## config.mk

```make
export PLATFORM = sky130hd
export DESIGN_NAME = imem_loader
export DESIGN_NICKNAME = d
export VERILOG_FILES = /design/src/rtl/imem_loader.sv
export SDC_FILE = /design/constraint.sdc
export NUM_CORES = 1
export LEC_CHECK = 0
export ABC_AREA = 1
export CAP_MARGIN = 0
export CORE_ASPECT_RATIO = 0.6
export CORE_UTILIZATION = 40
export DETAILED_ROUTE_END_ITERATION = 10
export MAX_ROUTING_LAYER = met4
export SETUP_SLACK_MARGIN = 0.3
export SYNTH_ARGS = -nofsm -noshare
export SYNTH_HDL_FRONTEND = slang
export SYNTH_SLANG_ARGS = --single-unit
```

## constraint.sdc

```tcl
create_clock -name clk_i -period 1.9 [get_ports clk_i]
set_input_delay 0.285 -clock clk_i [delete_from_list [all_inputs] [get_ports clk_i]]
set_output_delay 0.285 -clock clk_i [all_outputs]
set_load 0.02 [all_outputs]
```

## src/rtl/imem_loader.sv

```systemverilog
// Packs a little-endian byte stream into 32-bit words written to CPU memory, holding the CPU in reset until done.
// Write lands 1 cycle after each 4th byte; in_ready stays high through the whole load so the stream never stalls.
module imem_loader #(
  parameter int ADDR_WIDTH = 12,
  parameter int BASE_ADDR  = 0,
  parameter int RESET_HOLD = 4
) (
  input  logic                  clk_i,
  input  logic                  rst_ni,
  input  logic                  start_i,
  input  logic [ADDR_WIDTH:0]   num_words_i,
  input  logic [7:0]            in_byte_i,
  input  logic                  in_valid_i,
  output logic                  in_ready_o,
  output logic                  mem_we_o,
  output logic [ADDR_WIDTH-1:0] mem_addr_o,
  output logic [31:0]           mem_wdata_o,
  output logic                  cpu_reset_o,
  output logic                  busy_o,
  output logic                  done_o,
  output logic                  overflow_o
);

  typedef enum logic [1:0] {IDLE, LOAD, HOLD, RUN} state_e;

  localparam logic [ADDR_WIDTH+1:0] CAPACITY = (ADDR_WIDTH+2)'((1 << ADDR_WIDTH) - BASE_ADDR);

  state_e                state_q, state_d;
  logic [ADDR_WIDTH:0]   num_q, num_d;
  logic [ADDR_WIDTH:0]   widx_q, widx_d;
  logic [1:0]            bcnt_q, bcnt_d;
  logic [23:0]           pack_q, pack_d;
  logic [7:0]            hold_q, hold_d;
  logic                  in_ready_q, in_ready_d;
  logic                  mem_we_q, mem_we_d;
  logic [ADDR_WIDTH-1:0] mem_addr_q, mem_addr_d;
  logic [31:0]           mem_wdata_q, mem_wdata_d;
  logic                  cpu_reset_q, cpu_reset_d;
  logic                  busy_q, busy_d;
  logic                  done_q, done_d;
  logic                  overflow_q, overflow_d;
  logic                  accept;

  assign accept = in_valid_i && in_ready_q && (state_q == LOAD);

  always_comb begin
    state_d     = state_q;
    num_d       = num_q;
    widx_d      = widx_q;
    bcnt_d      = bcnt_q;
    pack_d      = pack_q;
    hold_d      = hold_q;
    mem_we_d    = 1'b0;
    mem_addr_d  = mem_addr_q;
    mem_wdata_d = mem_wdata_q;
    overflow_d  = overflow_q;

    case (state_q)
      IDLE, RUN: begin
        if (start_i) begin
          // Capacity check comes first so an oversized image never reaches LOAD.
          if ({1'b0, num_words_i} > CAPACITY) begin
            overflow_d = 1'b1;
            state_d    = IDLE;
          end else if (num_words_i == '0) begin
            hold_d  = 8'(RESET_HOLD);
            state_d = HOLD;
          end else begin
            num_d      = num_words_i;
            overflow_d = 1'b0;
            widx_d     = '0;
            bcnt_d     = '0;
            state_d    = LOAD;
          end
        end
      end
      LOAD: begin
        if (accept) begin
          bcnt_d = bcnt_q + 2'd1;
          if (bcnt_q != 2'd3) begin
            pack_d[{bcnt_q, 3'b000} +: 8] = in_byte_i;
          end else begin
            mem_we_d    = 1'b1;
            mem_wdata_d = {in_byte_i, pack_q};
            mem_addr_d  = ADDR_WIDTH'(BASE_ADDR) + widx_q[ADDR_WIDTH-1:0];
            widx_d      = widx_q + 1'b1;
            if (widx_q == num_q - 1'b1) begin
              hold_d  = 8'(RESET_HOLD);
              state_d = HOLD;
            end
          end
        end
      end
      HOLD: begin
        if (hold_q == 8'd0) state_d = RUN;
        else                hold_d  = hold_q - 8'd1;
      end
      default: state_d = IDLE;
    endcase

    // Status outputs are registered copies of the next state so they align with state_q.
    in_ready_d  = (state_d == LOAD);
    cpu_reset_d = (state_d != RUN);
    busy_d      = (state_d == LOAD) || (state_d == HOLD);
    done_d      = (state_d == RUN);
  end

  always_ff @(posedge clk_i or negedge rst_ni) begin
    if (!rst_ni) begin
      state_q     <= IDLE;
      num_q       <= '0;
      widx_q      <= '0;
      bcnt_q      <= '0;
      pack_q      <= '0;
      hold_q      <= '0;
      in_ready_q  <= 1'b0;
      mem_we_q    <= 1'b0;
      mem_addr_q  <= ADDR_WIDTH'(BASE_ADDR);
      mem_wdata_q <= '0;
      cpu_reset_q <= 1'b1;
      busy_q      <= 1'b0;
      done_q      <= 1'b0;
      overflow_q  <= 1'b0;
    end else begin
      state_q     <= state_d;
      num_q       <= num_d;
      widx_q      <= widx_d;
      bcnt_q      <= bcnt_d;
      pack_q      <= pack_d;
      hold_q      <= hold_d;
      in_ready_q  <= in_ready_d;
      mem_we_q    <= mem_we_d;
      mem_addr_q  <= mem_addr_d;
      mem_wdata_q <= mem_wdata_d;
      cpu_reset_q <= cpu_reset_d;
      busy_q      <= busy_d;
      done_q      <= done_d;
      overflow_q  <= overflow_d;
    end
  end

  assign in_ready_o  = in_ready_q;
  assign mem_we_o    = mem_we_q;
  assign mem_addr_o  = mem_addr_q;
  assign mem_wdata_o = mem_wdata_q;
  assign cpu_reset_o = cpu_reset_q;
  assign busy_o      = busy_q;
  assign done_o      = done_q;
  assign overflow_o  = overflow_q;

endmodule

```

==> flow_metrics.env <==
export IMPL_wl_met2_um=7740
export IMPL_r2r_start="num_q[1]$_DFFE_PN0P_"
export IMPL_seq_area_frac_synth_pct=50.9
export IMPL_synth_seq_cells=112
export IMPL_drc_errors=0
export IMPL_max_stage_delay_ps=430
export IMPL_highest_layer="met4"
export IMPL_layout_common_cells="nand2_1 (195), dfrtp_1 (109), buf_4 (106)"
export IMPL_grt_usage_pct=24.3
export IMPL_area_growth_pct=57.1
export IMPL_skew_ps=9.16
export IMPL_viasPerCell=5.06
export IMPL_netSwitchingPower_mw=4.69
export IMPL_drt_pre_antenna_iters=4
export IMPL_met3_length_um=925
export IMPL_netlist_instances=676
export IMPL_hp_class="in -> reg"
export IMPL_cts_tree="built"
export IMPL_slowest_stage="dfrtp_1"
export IMPL_drive_gt1_share_pct=34.0
export IMPL_hold_violations=0
export IMPL_antenna_found_initial=0
export IMPL_synth_net_count=714
export IMPL_wirelength_um=17000
export IMPL_pin_count=75
export IMPL_crit_chain="inv_2, ha_4, nand2_8, nor2_4, nand2_1, nand2_1, nand2_1, nor2_1, nand2_1, nor2_4, nand3_4, nand2_1, nand2_1, nand2_2, nand2_4, ha_4"
export IMPL_clk_latency_ps=360
export IMPL_htree_levels=3
export IMPL_crit_type="reg -> reg"
export IMPL_synthArstFlopShare_pct=100
export IMPL_drv_cap=0
export IMPL_min_path_cells=4
export IMPL_ys_flop_type="dfrtp_1"
export IMPL_seq_power_share_pct=28.8
export IMPL_ant_nets=0
export IMPL_cellPowerDensity_mw_per_mm2=1260
export IMPL_drt_met1_wl_um=8180
export IMPL_clock_path_buffers=2
export IMPL_p_int_mw=6.22
export IMPL_clkPwrFrac_pct=17.5
export IMPL_rsz0062_at_grt="true"
export IMPL_worstSetupStartpointType="register"
export IMPL_fin_ws_ps=-222
export IMPL_worst_hold_slack_ps=346
export IMPL_swShare_pct=43.0
export IMPL_worst_r2r_cell_count=16
export IMPL_crit_top_cell="nand2_1"
export IMPL_cp_max_fo=5
export IMPL_fin_crit_ps=2120
export IMPL_timing_slew_headroom_pct=60.5
export IMPL_die_h_um=92.9
export IMPL_cts_sinks=112
export IMPL_numPortBuffers=74
export IMPL_clock_fmax_ghz=0.471
export IMPL_syn_area_per_cell_um2=8.15
export IMPL_required_ps=2200
export IMPL_p_leak_nw=4.49
export IMPL_nets=915
export IMPL_clk_pin_slew_worst_paths_ps=70
export IMPL_grt_overflow=0
export IMPL_fp_dieW_um=153
export IMPL_violations="setup timing"
export IMPL_cts_buffers_inserted=9
export IMPL_synth_edff_count=0
export IMPL_core_mm2=0.0131
export IMPL_hold_start="num_words_i[9]"
export IMPL_rrSetupSlack_ps=-220
export IMPL_r2r_end="busy_o$_DFF_PN0_"
export IMPL_tns_ps=-1200
export IMPL_yosysWarnings=0
export IMPL_tightest_slew_ps=587
export IMPL_vias=5318
export IMPL_num_rows=32
export IMPL_outcome="finished with violations"
export IMPL_cp_arrival_ps=2420
export IMPL_grt_pass1_wl_um=26500
export IMPL_setup_violations=14
export IMPL_wl_per_cell_um=16.2
export IMPL_mostFrequentLayoutCell="nand2_1"
export IMPL_fin_crit_sh_pct=112
export IMPL_initial_core_util_pct=41.9
export IMPL_maxSlewViolCount=0
export IMPL_synth_distinct_cells=33
export IMPL_drtIter0Drc=338
export IMPL_critPathCaptureType="register"
export IMPL_syn_area_mm2=0.00551
export IMPL_hpwlAfterDp_um=10200
export IMPL_routabilityCongestion=0.910
export IMPL_ir_worst_vdd_v=0.000674
export IMPL_grt_pass1_vias=5213
export IMPL_die_area_mm2=0.0143
export IMPL_root_buffer="clkbuf_16"
export IMPL_grt_max_degree=64
export IMPL_p_comb_share_pct=53.7
export IMPL_num_antenna_cells=0
export IMPL_whs_endpoint="num_q[9]$_DFFE_PN0P_"
==> Yosys cell counts (5+ instances only) <==
cell type | count | share of area [%]
a21oi_1 | 5 | 0.45
clkbuf_1 | 14 | 0.95
dfrtp_1 | 111 | 50
ha_1 | 13 | 3.0
inv_1 | 71 | 4.8
nand2_1 | 220 | 15
nand2_2 | 5 | 0.57
nand3_1 | 42 | 3.8
nand4_1 | 23 | 2.6
nor2_1 | 32 | 2.2
nor3_1 | 6 | 0.55
o21ai_0 | 65 | 5.9
o21ai_2 | 8 | 1.3
o31ai_1 | 7 | 0.95
or2_2 | 5 | 0.57
xor2_1 | 16 | 2.5
==> stage by stage <==
stage | setup WS, ps | cells | utilization [%] | cell area (µm²) | total power [mW]
after floorplan | 4.25 | 676 | - | 5620 | 5.73
after global placement | -232 | 960 | 53.2 | 6990 | 6.91
after detailed placement | -286 | 960 | 53.2 | 6990 | 7.04
after CTS | -213 | 1035 | 62.1 | 8150 | 10.1
after global routing | -324 | 1052 | 65.9 | 8650 | 11.6
final | -222 | 1052 | 65.9 | 8650 | 10.9
==> state kept, by name, summed over array words and instances (netlist names), 2 cells and up <==
name         cells
bcnt_q           2
mem_wdata_o     32
pack_q          24
num_q           13
widx_q          13
hold_q           8
mem_addr_o      12
state_q          2
==> how the worst max path moves through the flow <==
stage | startpoint | to
2_1_floorplan | num_q[0]$_DFFE_PN0P_ | busy_o$_DFF_PN0_
3_3_place_gp | num_words_i[2] | widx_q[2]$_DFFE_PN0P_
3_5_place_dp | num_words_i[2] | in_ready_o$_DFF_PN0_
4_1_cts | num_q[3]$_DFFE_PN0P_ | busy_o$_DFF_PN0_
5_1_grt | num_q[1]$_DFFE_PN0P_ | busy_o$_DFF_PN0_
6_report | num_q[1]$_DFFE_PN0P_ | busy_o$_DFF_PN0_
==> cell type report <==
cell class	instances	area (µm²)
multi-input cells	467	3030
repair inverters	1	16.3
fillers	1046	4480
clock buffers	10	239
inverters	77	315
clock inverters	6	58.8
flip-flops and latches	112	2810
well taps	170	213
repair buffers	209	1970
==> cells by family after synthesis <==
kind of cell | count (synthesis) | synth area share [%]
AOI/OAI and AO/OA | 88 | 8.95
adders and majority gates | 13 | 2.95
xor gates and xnor gates | 19 | 3.02
and+or+nand+nor | 346 | 27.2
buffers and inverters | 98 | 6.95
DFF | 112 | 50.9
==> worst max-delay path, delay by kind of cell (launching register included) <==
kind / cells / cell delay, ps
DFF: 1 / 430
buffers and inverters: 1 / 90
and+or+nand+nor: 13 / 1100
adders and majority gates: 2 / 450
==> power groups by stage <==
stage | Clock (mW) | Combinational (mW) | Sequential [mW]
after floorplan | 0 | 2.56 | 3.17
after global placement | 0 | 3.78 | 3.13
after detailed placement | 0 | 3.90 | 3.13
after CTS | 1.96 | 5.05 | 3.13
after global routing | 2.04 | 6.36 | 3.19
final | 1.91 | 5.86 | 3.14
==> what timing repair did <==
action,in CTS,in global routing
pin swaps,35,47
gates cloned,5,2
resized for setup,182,84
hold endpoints to repair,19,0
setup buffers,53,15
hold buffers,1,0
setup endpoints to repair,153,108
==> layer usage <==
layer,vias up,track usage (%)
li1,2566,-
met4,0,3.83
met3,24,5.01
met1,2580,34.5
met5,-,-
met2,148,36.3
No activity file was read; power rests on OpenSTA's default activity.
